### config.mk
export PLATFORM = sky130hd
export DESIGN_NAME = note_timer_multi_flat
export DESIGN_NICKNAME = d
export VERILOG_FILES = /design/src/rtl/note_timer_multi_if.sv /design/src/rtl/note_timer_multi.sv /design/src/flat_wrapper.sv
export SDC_FILE = /design/constraint.sdc
export NUM_CORES = 1
export LEC_CHECK = 0
export BUFFER_PORTS_ARGS = -buffer_cell sky130_fd_sc_hd__buf_2
export CAP_MARGIN = 20
export CORE_ASPECT_RATIO = 0.7
export CORE_UTILIZATION = 25
export CTS_BUF_LIST = sky130_fd_sc_hd__clkbuf_4
export CTS_CLUSTER_SIZE = 8
export DETAILED_ROUTE_END_ITERATION = 16
export GPL_ROUTABILITY_DRIVEN = 0
export SLEW_MARGIN = 20
export SYNTH_ARGS = -nofsm -noshare
export SYNTH_HDL_FRONTEND = slang
export SYNTH_SLANG_ARGS = --single-unit
### constraint.sdc
create_clock -name clk -period 2.95 [get_ports clk]
set_input_delay 0.1475 -clock clk [delete_from_list [all_inputs] [get_ports clk]]
set_output_delay 0.1475 -clock clk [all_outputs]
set_load 0.02 [all_outputs]
### src/rtl/note_timer_multi_if.sv
// Bus between the note player (master) and the multi-channel note timer (slave).
// Optional NOTE_TIMER_AUTORELOAD_EN adds the per-channel auto_repeat request.
interface note_timer_multi_if #(
  parameter int NUM_CH = 4,
  parameter int LEN_W  = 6,
  parameter int SEL_W  = 2
);
  logic                    beat;
  logic [NUM_CH-1:0]       load;
  logic [NUM_CH*LEN_W-1:0] note_length;
  logic [NUM_CH-1:0]       pause;
  logic [SEL_W-1:0]        rd_sel;
`ifdef NOTE_TIMER_AUTORELOAD_EN
  logic [NUM_CH-1:0]       auto_repeat;
`endif
  logic [NUM_CH-1:0]       note_did_end;
  logic [NUM_CH-1:0]       note_end_pulse;
  logic [2*NUM_CH-1:0]     ch_state;
  logic                    any_running;
  logic [LEN_W-1:0]        rd_count;

  modport master (
`ifdef NOTE_TIMER_AUTORELOAD_EN
    output auto_repeat,
`endif
    output beat, load, note_length, pause, rd_sel,
    input  note_did_end, note_end_pulse, ch_state, any_running, rd_count
  );

  modport slave (
`ifdef NOTE_TIMER_AUTORELOAD_EN
    input  auto_repeat,
`endif
    input  beat, load, note_length, pause, rd_sel,
    output note_did_end, note_end_pulse, ch_state, any_running, rd_count
  );
endinterface

### src/rtl/note_timer_multi.sv
// NUM_CH independent note-length countdown timers sharing one beat strobe.
// Define NOTE_TIMER_AUTORELOAD_EN to add per-channel auto-repeat with reload registers.
module note_timer_multi #(
  parameter int NUM_CH = 4,
  parameter int LEN_W  = 6,
  parameter int SEL_W  = 2
) (
  input logic                clk,
  input logic                reset_n,
  note_timer_multi_if.slave  bus
);

  typedef enum logic [1:0] {
    ST_IDLE = 2'd0,
    ST_RUN  = 2'd1,
    ST_DONE = 2'd2
  } ch_state_e;

  logic [LEN_W-1:0]  count_q [NUM_CH];
  ch_state_e         state_q [NUM_CH];
  logic [NUM_CH-1:0] pulse_q;
  logic [LEN_W-1:0]  reload_val [NUM_CH];
  logic [NUM_CH-1:0] rearm;

`ifdef NOTE_TIMER_AUTORELOAD_EN
  logic [LEN_W-1:0] reload_q [NUM_CH];

  // A zero reload value degrades the channel to one-shot.
  always_comb begin
    for (int i = 0; i < NUM_CH; i++) begin
      reload_val[i] = reload_q[i];
      rearm[i]      = bus.auto_repeat[i] && (reload_q[i] != '0);
    end
  end
`else
  always_comb begin
    rearm = '0;
    for (int i = 0; i < NUM_CH; i++) reload_val[i] = '0;
  end
`endif

  always_ff @(posedge clk) begin
    if (!reset_n) begin
      pulse_q <= '0;
      // NOTE: these per-channel arrays are small flop banks, not RAM, so clearing them all in reset is intended.
      for (int i = 0; i < NUM_CH; i++) begin
        count_q[i] <= '0;
        state_q[i] <= ST_IDLE;
`ifdef NOTE_TIMER_AUTORELOAD_EN
        reload_q[i] <= '0;
`endif
      end
    end else begin
      for (int i = 0; i < NUM_CH; i++) begin
        pulse_q[i] <= 1'b0;
        if (bus.load[i]) begin
          count_q[i] <= bus.note_length[i*LEN_W +: LEN_W];
          state_q[i] <= (bus.note_length[i*LEN_W +: LEN_W] != '0) ? ST_RUN : ST_DONE;
`ifdef NOTE_TIMER_AUTORELOAD_EN
          reload_q[i] <= bus.note_length[i*LEN_W +: LEN_W];
`endif
        end else if (bus.pause[i]) begin
          count_q[i] <= count_q[i];
          state_q[i] <= state_q[i];
        end else if (bus.beat) begin
          if (state_q[i] == ST_RUN) begin
            if (count_q[i] > LEN_W'(1)) begin
              count_q[i] <= count_q[i] - LEN_W'(1);
            end else begin
              pulse_q[i] <= 1'b1;
              if (rearm[i]) begin
                count_q[i] <= reload_val[i];
              end else begin
                count_q[i] <= '0;
                state_q[i] <= ST_DONE;
              end
            end
          end else begin
            // Beats outside RUN saturate at zero rather than wrapping.
            count_q[i] <= '0;
          end
        end
      end
    end
  end

  always_comb begin
    bus.ch_state     = '0;
    bus.note_did_end = '0;
    bus.any_running  = 1'b0;
    for (int i = 0; i < NUM_CH; i++) begin
      bus.ch_state[2*i +: 2] = state_q[i];
      bus.note_did_end[i]    = (count_q[i] == '0) && !bus.load[i];
      bus.any_running        = bus.any_running || (state_q[i] == ST_RUN);
    end
  end

  assign bus.note_end_pulse = pulse_q;

  // Unused select codes (rd_sel >= NUM_CH) read back as zero.
  always_comb begin
    bus.rd_count = '0;
    for (int i = 0; i < NUM_CH; i++) begin
      if (bus.rd_sel == SEL_W'(i)) bus.rd_count = count_q[i];
    end
  end

endmodule

### src/flat_wrapper.sv
// flat-port wrapper written by rule: the top's interface ports become plain ports
module note_timer_multi_flat 
#(
  parameter int NUM_CH = 4,
  parameter int LEN_W  = 6,
  parameter int SEL_W  = 2
)
  (clk, reset_n, bus_beat, bus_load, bus_note_length, bus_pause, bus_rd_sel, bus_note_did_end, bus_note_end_pulse, bus_ch_state, bus_any_running, bus_rd_count);
  note_timer_multi_if #(.NUM_CH(NUM_CH), .LEN_W(LEN_W), .SEL_W(SEL_W)) bus_i ();
  input logic clk;
  input logic reset_n;
  input wire logic [$bits(bus_i.beat)-1:0] bus_beat;
  input wire logic [$bits(bus_i.load)-1:0] bus_load;
  input wire logic [$bits(bus_i.note_length)-1:0] bus_note_length;
  input wire logic [$bits(bus_i.pause)-1:0] bus_pause;
  input wire logic [$bits(bus_i.rd_sel)-1:0] bus_rd_sel;
  output wire logic [$bits(bus_i.note_did_end)-1:0] bus_note_did_end;
  output wire logic [$bits(bus_i.note_end_pulse)-1:0] bus_note_end_pulse;
  output wire logic [$bits(bus_i.ch_state)-1:0] bus_ch_state;
  output wire logic [$bits(bus_i.any_running)-1:0] bus_any_running;
  output wire logic [$bits(bus_i.rd_count)-1:0] bus_rd_count;
  assign bus_i.beat = bus_beat;
  assign bus_i.load = bus_load;
  assign bus_i.note_length = bus_note_length;
  assign bus_i.pause = bus_pause;
  assign bus_i.rd_sel = bus_rd_sel;
  assign bus_note_did_end = bus_i.note_did_end;
  assign bus_note_end_pulse = bus_i.note_end_pulse;
  assign bus_ch_state = bus_i.ch_state;
  assign bus_any_running = bus_i.any_running;
  assign bus_rd_count = bus_i.rd_count;
  note_timer_multi #(.NUM_CH(NUM_CH), .LEN_W(LEN_W), .SEL_W(SEL_W)) u_core (.clk(clk), .reset_n(reset_n), .bus(bus_i));
endmodule
==> summary.md, run 1 <==
| Metric | Value |
|---|---|
| R2r setup slk | 0.95 ns |
| Worst-path maximum fanout | 6 |
| Hold Crit Class | input port to flip-flop |
| Seq/Total Area, Yosys | 45.6% |
| First-pass GRT wire length | 9.90 mm |
| RSZ-0062 raised after global routing | false |
| Final Max Tran Viols | 0 |
| Synthesized area | 0.00228 mm^2 |
| Clock tree root driver cell | clkbuf_4 |
| Vias per cell | 4.85 |
| Number of post-CTS setup repair buffers | 0 |
| Max IR drop VDD | 0.000166 V |
| Die ar. | 0.00952 mm^2 |
| Post-synth EDFFs | 32 |
| Synth warnings | 0 |
| Final wirelength | 6.30 mm |
| Pwr Density | 460 mW/mm^2 |
| #FFs+latches synth | 36 |
| Final TNS setup | 0 ns |
| Final Cycle Share | 75.5% |
| Final min period | 2.23 ns |
| Final cell count without fillers | 410 |
| Post-CTS resize count | 0 |
| Largest net degree at the start of global routing | 15 |
| HPWL Detailed | 5.21 mm |
| Hold Buf Count CTS | 0 |
| Slew HR | 33.5% |
| Internal | 0.000902 W |
| Placed cell count | 401 |
| Initial cell density of the core | 26.4% |
| Share of cells above drive strength 1 | 27.0% |
| CP required | 2.80 ns |
| Tightest Pin Transition | 0.987 ns |
| R2R Path End | u_core.state_q[2][0]$_SDFFCE_PP0P_ |
| Die X | 116 um |
| Syn_nets | 270 |
| Drt pass-1 iters | 4 |
| Number of global-route vias before repair | 1905 |
| Crit path DAT | 2.08 ns |
| Final ANT Viol Nets | 0 |
| Setup Skew | 0.0179 ns |
| Post-Synthesis Cells | 225 |
| Net Sw Frac | 29.9% |
| Comb power frac | 22.2% |
| Worst reg2reg path depth | 3 |
| CTS Sinks | 36 |
| Clock Power Share | 27.7% |
| CTS Buffer Depth | 2 |
| WL/cell | 15.4 um |
| IO Count | 60 |
| Critical Path Source | u_core.count_q[3][0]$_SDFFCE_PP0P_ |
| FMAX | 449 MHz |
| Initial drt markers | 116 |
| Buf/Inv on CP | 2 |
| IO buf count | 59 |
| Design Power | 0.00129 W |
| Residual DRC | 0 |
| Yosys cell types | 33 |
| Initial antenna violation count | 0 |
| Worst Hold Slack | 0.0781 ns |
| Syn avg cell area | 10.1 um^2 |
| Primary FF master, synth | edfxtp_1 |
| Total global-route track usage | 13.8% |
| CP Launch Type | flip-flop |
| LEAKAGE | 1.14 nW |
| Async S/R FF share, synth | 0% |
| Via count of the routed design | 1989 |
| H-tree Lvls | 2 |
| WHS Path Cells | 3 |
| Top cell family by delay on the critical path | simple AND/OR/NAND/NOR gates |
| MaxCap Viol Count | 0 |
| Endpoints failing setup | 0 |
| Clk Latency, worst-skew pair | 0.36 ns |
| Reg power frac | 50.1% |
| Worst-case hold path end point | u_core.count_q[1][3]$_SDFFCE_PP0P_ |
| CP max stage delay | 0.50 ns |
| Dpl cell area | 0.00272 mm^2 |
| Status | finished clean |
| Setup CP Type | flip-flop to output port |
| Grt ovf | 0 |
| Layout Area Growth over Synthesis | 22.6% |
| TritonCTS clock tree | done |
| CP endpoint kind | output port |
| Core Box Area | 0.00865 mm^2 |
| Num CTS Buffers | 5 |
| Layout net count | 333 |
| Hold Path Origin | bus_note_length[9] |
| Finished Cell Area | 0.00280 mm^2 |
| Die height | 81.9 um |
| Final Hold Fails | 0 |
| Slowest cell on crit path | edfxtp_1 |
| Worst path cell trace | inv_1 > ha_1 > nor3b_1 > nor4b_1 > buf_2 |
| Site Rows | 28 |
| Sw power | 0.000385 W |
| Worst r2r src | u_core.count_q[2][2]$_SDFFCE_PP0P_ |
| CTS clock-pin slew for the worst setup and hold paths | 0.13 ns |
| Fillers | 935 |
-- flip-flops by register name, summed over array words and instances, names as in the netlist --
name,cells
u_core.bus.note_end_pulse,4
u_core.count_q,24
u_core.state_q,8
-- worst min-delay path, cell delays in order --
cell and delay (ns):
buf_2 0.08, nand2_1 0.05, o21ai_0 0.06
-- metal layers --
metal | vias up | GRT usage, % | share of wire (%) | wire length [um]
li1 | 965 | - | - | -
met1 | 949 | 19.4 | 50 | 3150
met2 | 66 | 20.2 | 41 | 2610
met3 | 9 | 3.91 | 6.8 | 429
met4 | 0 | 4.62 | 1.7 | 106
met5 | - | 0 | 0 | 0
-- final cells by class --
| cell class | count | area [um^2] | area share (%) |
|---|---|---|---|
| inverter | 17 | 63.8 | 2.28 |
| timing repair buffer | 59 | 295 | 10.5 |
| multi-input combinational | 169 | 1170 | 41.7 |
| tap | 120 | 150 | 5.36 |
| antenna | 1 | 2.50 | 0.0894 |
| clock inverter | 3 | 42.5 | 1.52 |
| sequential | 36 | 1040 | 37.2 |
| clock buffer | 5 | 37.5 | 1.34 |
-- worst max path at each step --
stage | cells after the start | end | slack (ns)
after floorplan | 3 | u_core.state_q[2][0]$_SDFFCE_PP0P_ | 1.04
after global placement | 3 | u_core.state_q[2][0]$_SDFFCE_PP0P_ | 1.0
after detailed placement | 3 | u_core.state_q[2][0]$_SDFFCE_PP0P_ | 0.97
after CTS | 5 | bus_note_did_end[3] | 0.68
after global routing | 5 | bus_note_did_end[3] | 0.54
final | 5 | bus_note_did_end[3] | 0.72
-- cell usage after synthesis (2+ instances only) --
master	count	share of area (%)
ha_1	8	4.4
nand3_1	4	0.88
mux4_2	5	4.9
nor3b_1	7	2.3
nand4bb_1	2	0.99
a22oi_1	4	1.3
xnor2_1	12	4.6
nor2_1	16	2.6
edfxtp_1	32	42
nand2_1	29	4.8
o21a_1	3	0.99
o21ai_0	34	7.5
nand2b_1	4	1.1
o211ai_1	4	1.3
clkbuf_1	2	0.33
inv_1	17	2.8
or4_1	6	2.0
nor2b_1	4	1.1
a31oi_1	4	1.1
nor4b_1	5	1.9
or4b_4	2	1.2
o32a_1	4	1.8
dfxtp_1	4	3.5
nor3_1	4	0.88
-- logic make-up after synthesis --
group	share of synthesized area, %
adder cells (fa/ha/maj)	4.39
AO/OA/AOI/OAI	14.3
buffers and inverters	3.29
flip-flops	45.6
AND/OR/NAND/NOR	21.7
XOR/XNOR	4.61
multiplexers	6.09
-- through the flow --
stage               setup slack [ns]  util, %
finish                         0.722     32.3
global route                   0.541     32.3
CTS                            0.685     32.3
detailed placement             0.969     31.4
global placement                1.00     31.4
floorplan                       1.04        -
-- layout by cell type, fill, tap and decap left out --
cell         n
dfxtp_1      4
bufinv_16    1
xnor2_1     12
mux4_2       5
nor2b_1      4
o21a_1       3
and2_1       1
o211ai_1     4
clkinv_2     1
or4b_4       2
nor4b_1      5
buf_2       59
nand2b_1     4
nor2_1      16
nand2_1     29
a31oi_1      4
nand3_1      4
clkbuf_4     5
nor3_1       4
or4_4        1
inv_1       17
nor3b_1      7
clkinvlp_4   1
edfxtp_1    32
o21ai_0     34
and2_0       1
or4_2        1
nand4bb_1    2
or4_1        6
o21ai_2      1
a22oi_1      4
nand2_2      1
diode_2      1
nand4_1      1
mux4_1       1
o32a_1       4
ha_1         8
-- power groups by stage --
stage / clock network, W / registers, W / logic (W)
after floorplan: 0 / 0.000648 / 0.000181
after CTS: 0.000362 / 0.000644 / 0.000287
after detailed placement: 0 / 0.000656 / 0.000286
after global placement: 0 / 0.000653 / 0.000282
after global routing: 0.000382 / 0.000652 / 0.000315
final: 0.000356 / 0.000645 / 0.000286
No activity file was read; power rests on OpenSTA's default activity.
==> inputs of run 2 (changes only) <==
Clock period 2.95 ns to 1.9 ns, I/O delays scaled along.
==> run 2 against run 1 <==
  * The flow now finishes with violations (setup timing)
  * Sequential power increased by 50%
  * Clock-buffer cell count unchanged
  * Flip-flop and latch count unchanged
  * Clock skew decreased by 0.0017 ns
  * Cell area increased by 9.3%
  * Clock power increased by 16%
  * Wire length increased by 5.8%
  * Hold slack got worse by 0.047 ns
  * Register-to-register slack got worse by 0.95 ns
==> summary.md, run 2 (synthesized netlist as in run 1, its figures left out) <==
| Metric | Value |
|---|---|
| Status | finished with violations |
| Violated checks | setup timing |
| Largest net degree at the start of global routing | 12 (-3) |
| Worst-path maximum fanout | 3 (-3) |
| Largest register by flop count | u_core.count_q |
| Final Util | 35.4% (+3.0 points) |
| Die ar. | 0.00952 mm^2 (unchanged) |
| TritonCTS clock tree | done |
| First-pass GRT wire length | 10.3 mm (+3.8%) |
| Final Hold Fails | 0 (unchanged) |
| Max IR drop VDD | 0.000227 V (+37%) |
| Final min period | 1.90 ns |
| CP required | 1.97 ns (-0.83 ns) |
| Dpl cell area | 0.00290 mm^2 (+6.9%) |
| Clk Latency, worst-skew pair | 0.35 ns (about the same) |
| Layout Area Growth over Synthesis | 34.1% |
| Tightest Pin Transition | 0.828 ns (-0.159 ns) |
| Pwr Density | 638 mW/mm^2 (+39%) |
| Initial cell density of the core | 26.4% (unchanged) |
| Leading cell types in the layout, fill and taps excluded | buf_2 (57), o21ai_0 (34), edfxtp_1 (32), buf_4 (31), nand2_1 (28) |
| IO Count | 60 (unchanged) |
| Core Box Area | 0.00865 mm^2 (unchanged) |
| Slew HR | 44.2% (+11 points) |
| Final cell count without fillers | 439 (+7.1%) |
| CP endpoint kind | flip-flop |
| MaxCap Viol Count | 0 (unchanged) |
| Initial drt markers | 93 (-20%) |
| Setup ws final | -0.000603 ns (-0.723 ns) |
| CP Launch Type | flip-flop |
| Site Rows | 28 (unchanged) |
| Setup Skew | 0.0162 ns (-0.00166 ns) |
| Final wirelength | 6.67 mm (+5.8%) |
| Total global-route track usage | 14.6% (+0.72 points) |
| Die X | 116 um (unchanged) |
| Final Max Tran Viols | 0 (unchanged) |
| Finished Cell Area | 0.00306 mm^2 (+9.3%) |
| Clock tree root driver cell | clkbuf_4 |
| Drt pass-1 iters | 4 (unchanged) |
| IO buf count | 59 (unchanged) |
| CTS clock-pin slew for the worst setup and hold paths | 0.12 ns (about the same) |
| Initial antenna violation count | 1 (+1) |
| Setup CP Type | flip-flop to flip-flop |
| Endpoints failing setup | 2 (+2) |
| Number of flip-flops under the largest register name | 24 (unchanged) |
| Grt ovf | 0 (unchanged) |
| Residual DRC | 0 (unchanged) |
| CTS Sinks | 36 (unchanged) |
| FMAX | 526 MHz |
| H-tree Lvls | 2 (unchanged) |
| Commonest non-fill, non-tap cell in the layout | buf_2 |
| LEAKAGE | 1.29 nW (+13%) |
| CTS Buffer Depth | 2 (unchanged) |
| Design Power | 0.00195 W (+52%) |
| Via count of the routed design | 2082 (+4.7%) |
| Share of cells above drive strength 1 | 36.5% (+9.5 points) |
| Worst reg2reg path depth | 3 (unchanged) |
| WHS Path Cells | 3 (unchanged) |
| Die height | 81.9 um (unchanged) |
| Hold Buf Count CTS | 0 (unchanged) |
| Final TNS setup | -0.00116 ns (-0.00116 ns) |
| Final Cycle Share | 100% |
| Layout net count | 362 (+8.7%) |
| Number of global-route vias before repair | 2046 (+7.4%) |
| HPWL Detailed | 5.43 mm (+4.1%) |
| Final ANT Viol Nets | 0 (unchanged) |
| RSZ-0062 raised after global routing | true |
| WL/cell | 15.2 um (-1.2%) |
| Placed cell count | 426 (+6.2%) |
| Crit path DAT | 1.97 ns (-0.11 ns) |
| Vias per cell | 4.74 (-2.2%) |
| Hold Crit Class | input port to flip-flop |
| Num CTS Buffers | 5 (unchanged) |
[run 2: cell types whose count changed in the layout (fill, tap and decap cells not counted), moves of 2 or more]
cell / before / now
buf_2: 59 / 57
nor3b_1: 7 / 4
or4_4: 1 / 4
buf_4: 0 / 31
nand2_4: 0 / 2
or4_1: 6 / 3
nor3b_2: 0 / 2
[run 2: path summary, 6_finish.rpt]
| path | slack, ns | endpoint | from |
|---|---|---|---|
| hold reg to reg | 0.67 | u_core.bus.note_end_pulse[0]$_SDFF_PN0_ | u_core.state_q[0][1]$_SDFFCE_PN0P_ |
| setup / recovery | -0.0006 | u_core.state_q[3][0]$_SDFFCE_PP0P_ | u_core.count_q[3][3]$_SDFFCE_PP0P_ |
| hold / removal | 0.03 | u_core.count_q[2][4]$_SDFFCE_PP0P_ | bus_note_length[16] |
| setup reg to reg | -0.0006 | u_core.state_q[3][0]$_SDFFCE_PP0P_ | u_core.count_q[3][3]$_SDFFCE_PP0P_ |
[run 2: timing repair]
action / in CTS / in global routing
pin swaps: 3 / 2
resized for setup: 4 / 12
setup buffers: 3 / 1
setup endpoints to repair: 7 / 8
[run 2: worst max-delay path: stages (launching register included)]
cell      delay (ns)
edfxtp_1        0.42
or4_4           0.55
or4b_4          0.59
nand2_4         0.08
[run 2: where the power goes]
part / internal [W] / switching [W] / total [W]
combinational: 0.000271 / 0.000304 / 0.000576
sequential: 0.000925 / 0.0000393 / 0.000965
clock: 0.000136 / 0.000276 / 0.000412
[run 2: cell type report]
class	instances	area, um^2
inverters	17	63.8
fillers	902	5590
diodes	1	2.50
well taps	120	150
clock buffers	5	37.5
multi-input cells	169	1230
flip-flops and latches	36	1040
clock inverters	3	13.8
repair buffers	88	518
[run 2: metal layers]
layer	vias up	routed length, um	part of all wire [%]	GRT usage (%)
li1	1032	-	-	-
met1	980	3270	49	20.2
met2	66	2900	44	22.6
met3	4	448	6.7	3.47
met4	0	45	0.67	3.85
met5	-	0	0	0
[run 2: per-stage QoR]
step,hold slack [ns],worst slack (ns)
after floorplan,0.273,0.00719
after global placement,0.393,0.0503
final,0.0308,-0.000603
after detailed placement,0.396,0.00935
after global routing,0.0315,-0.0426
after CTS,0.0204,0.00376
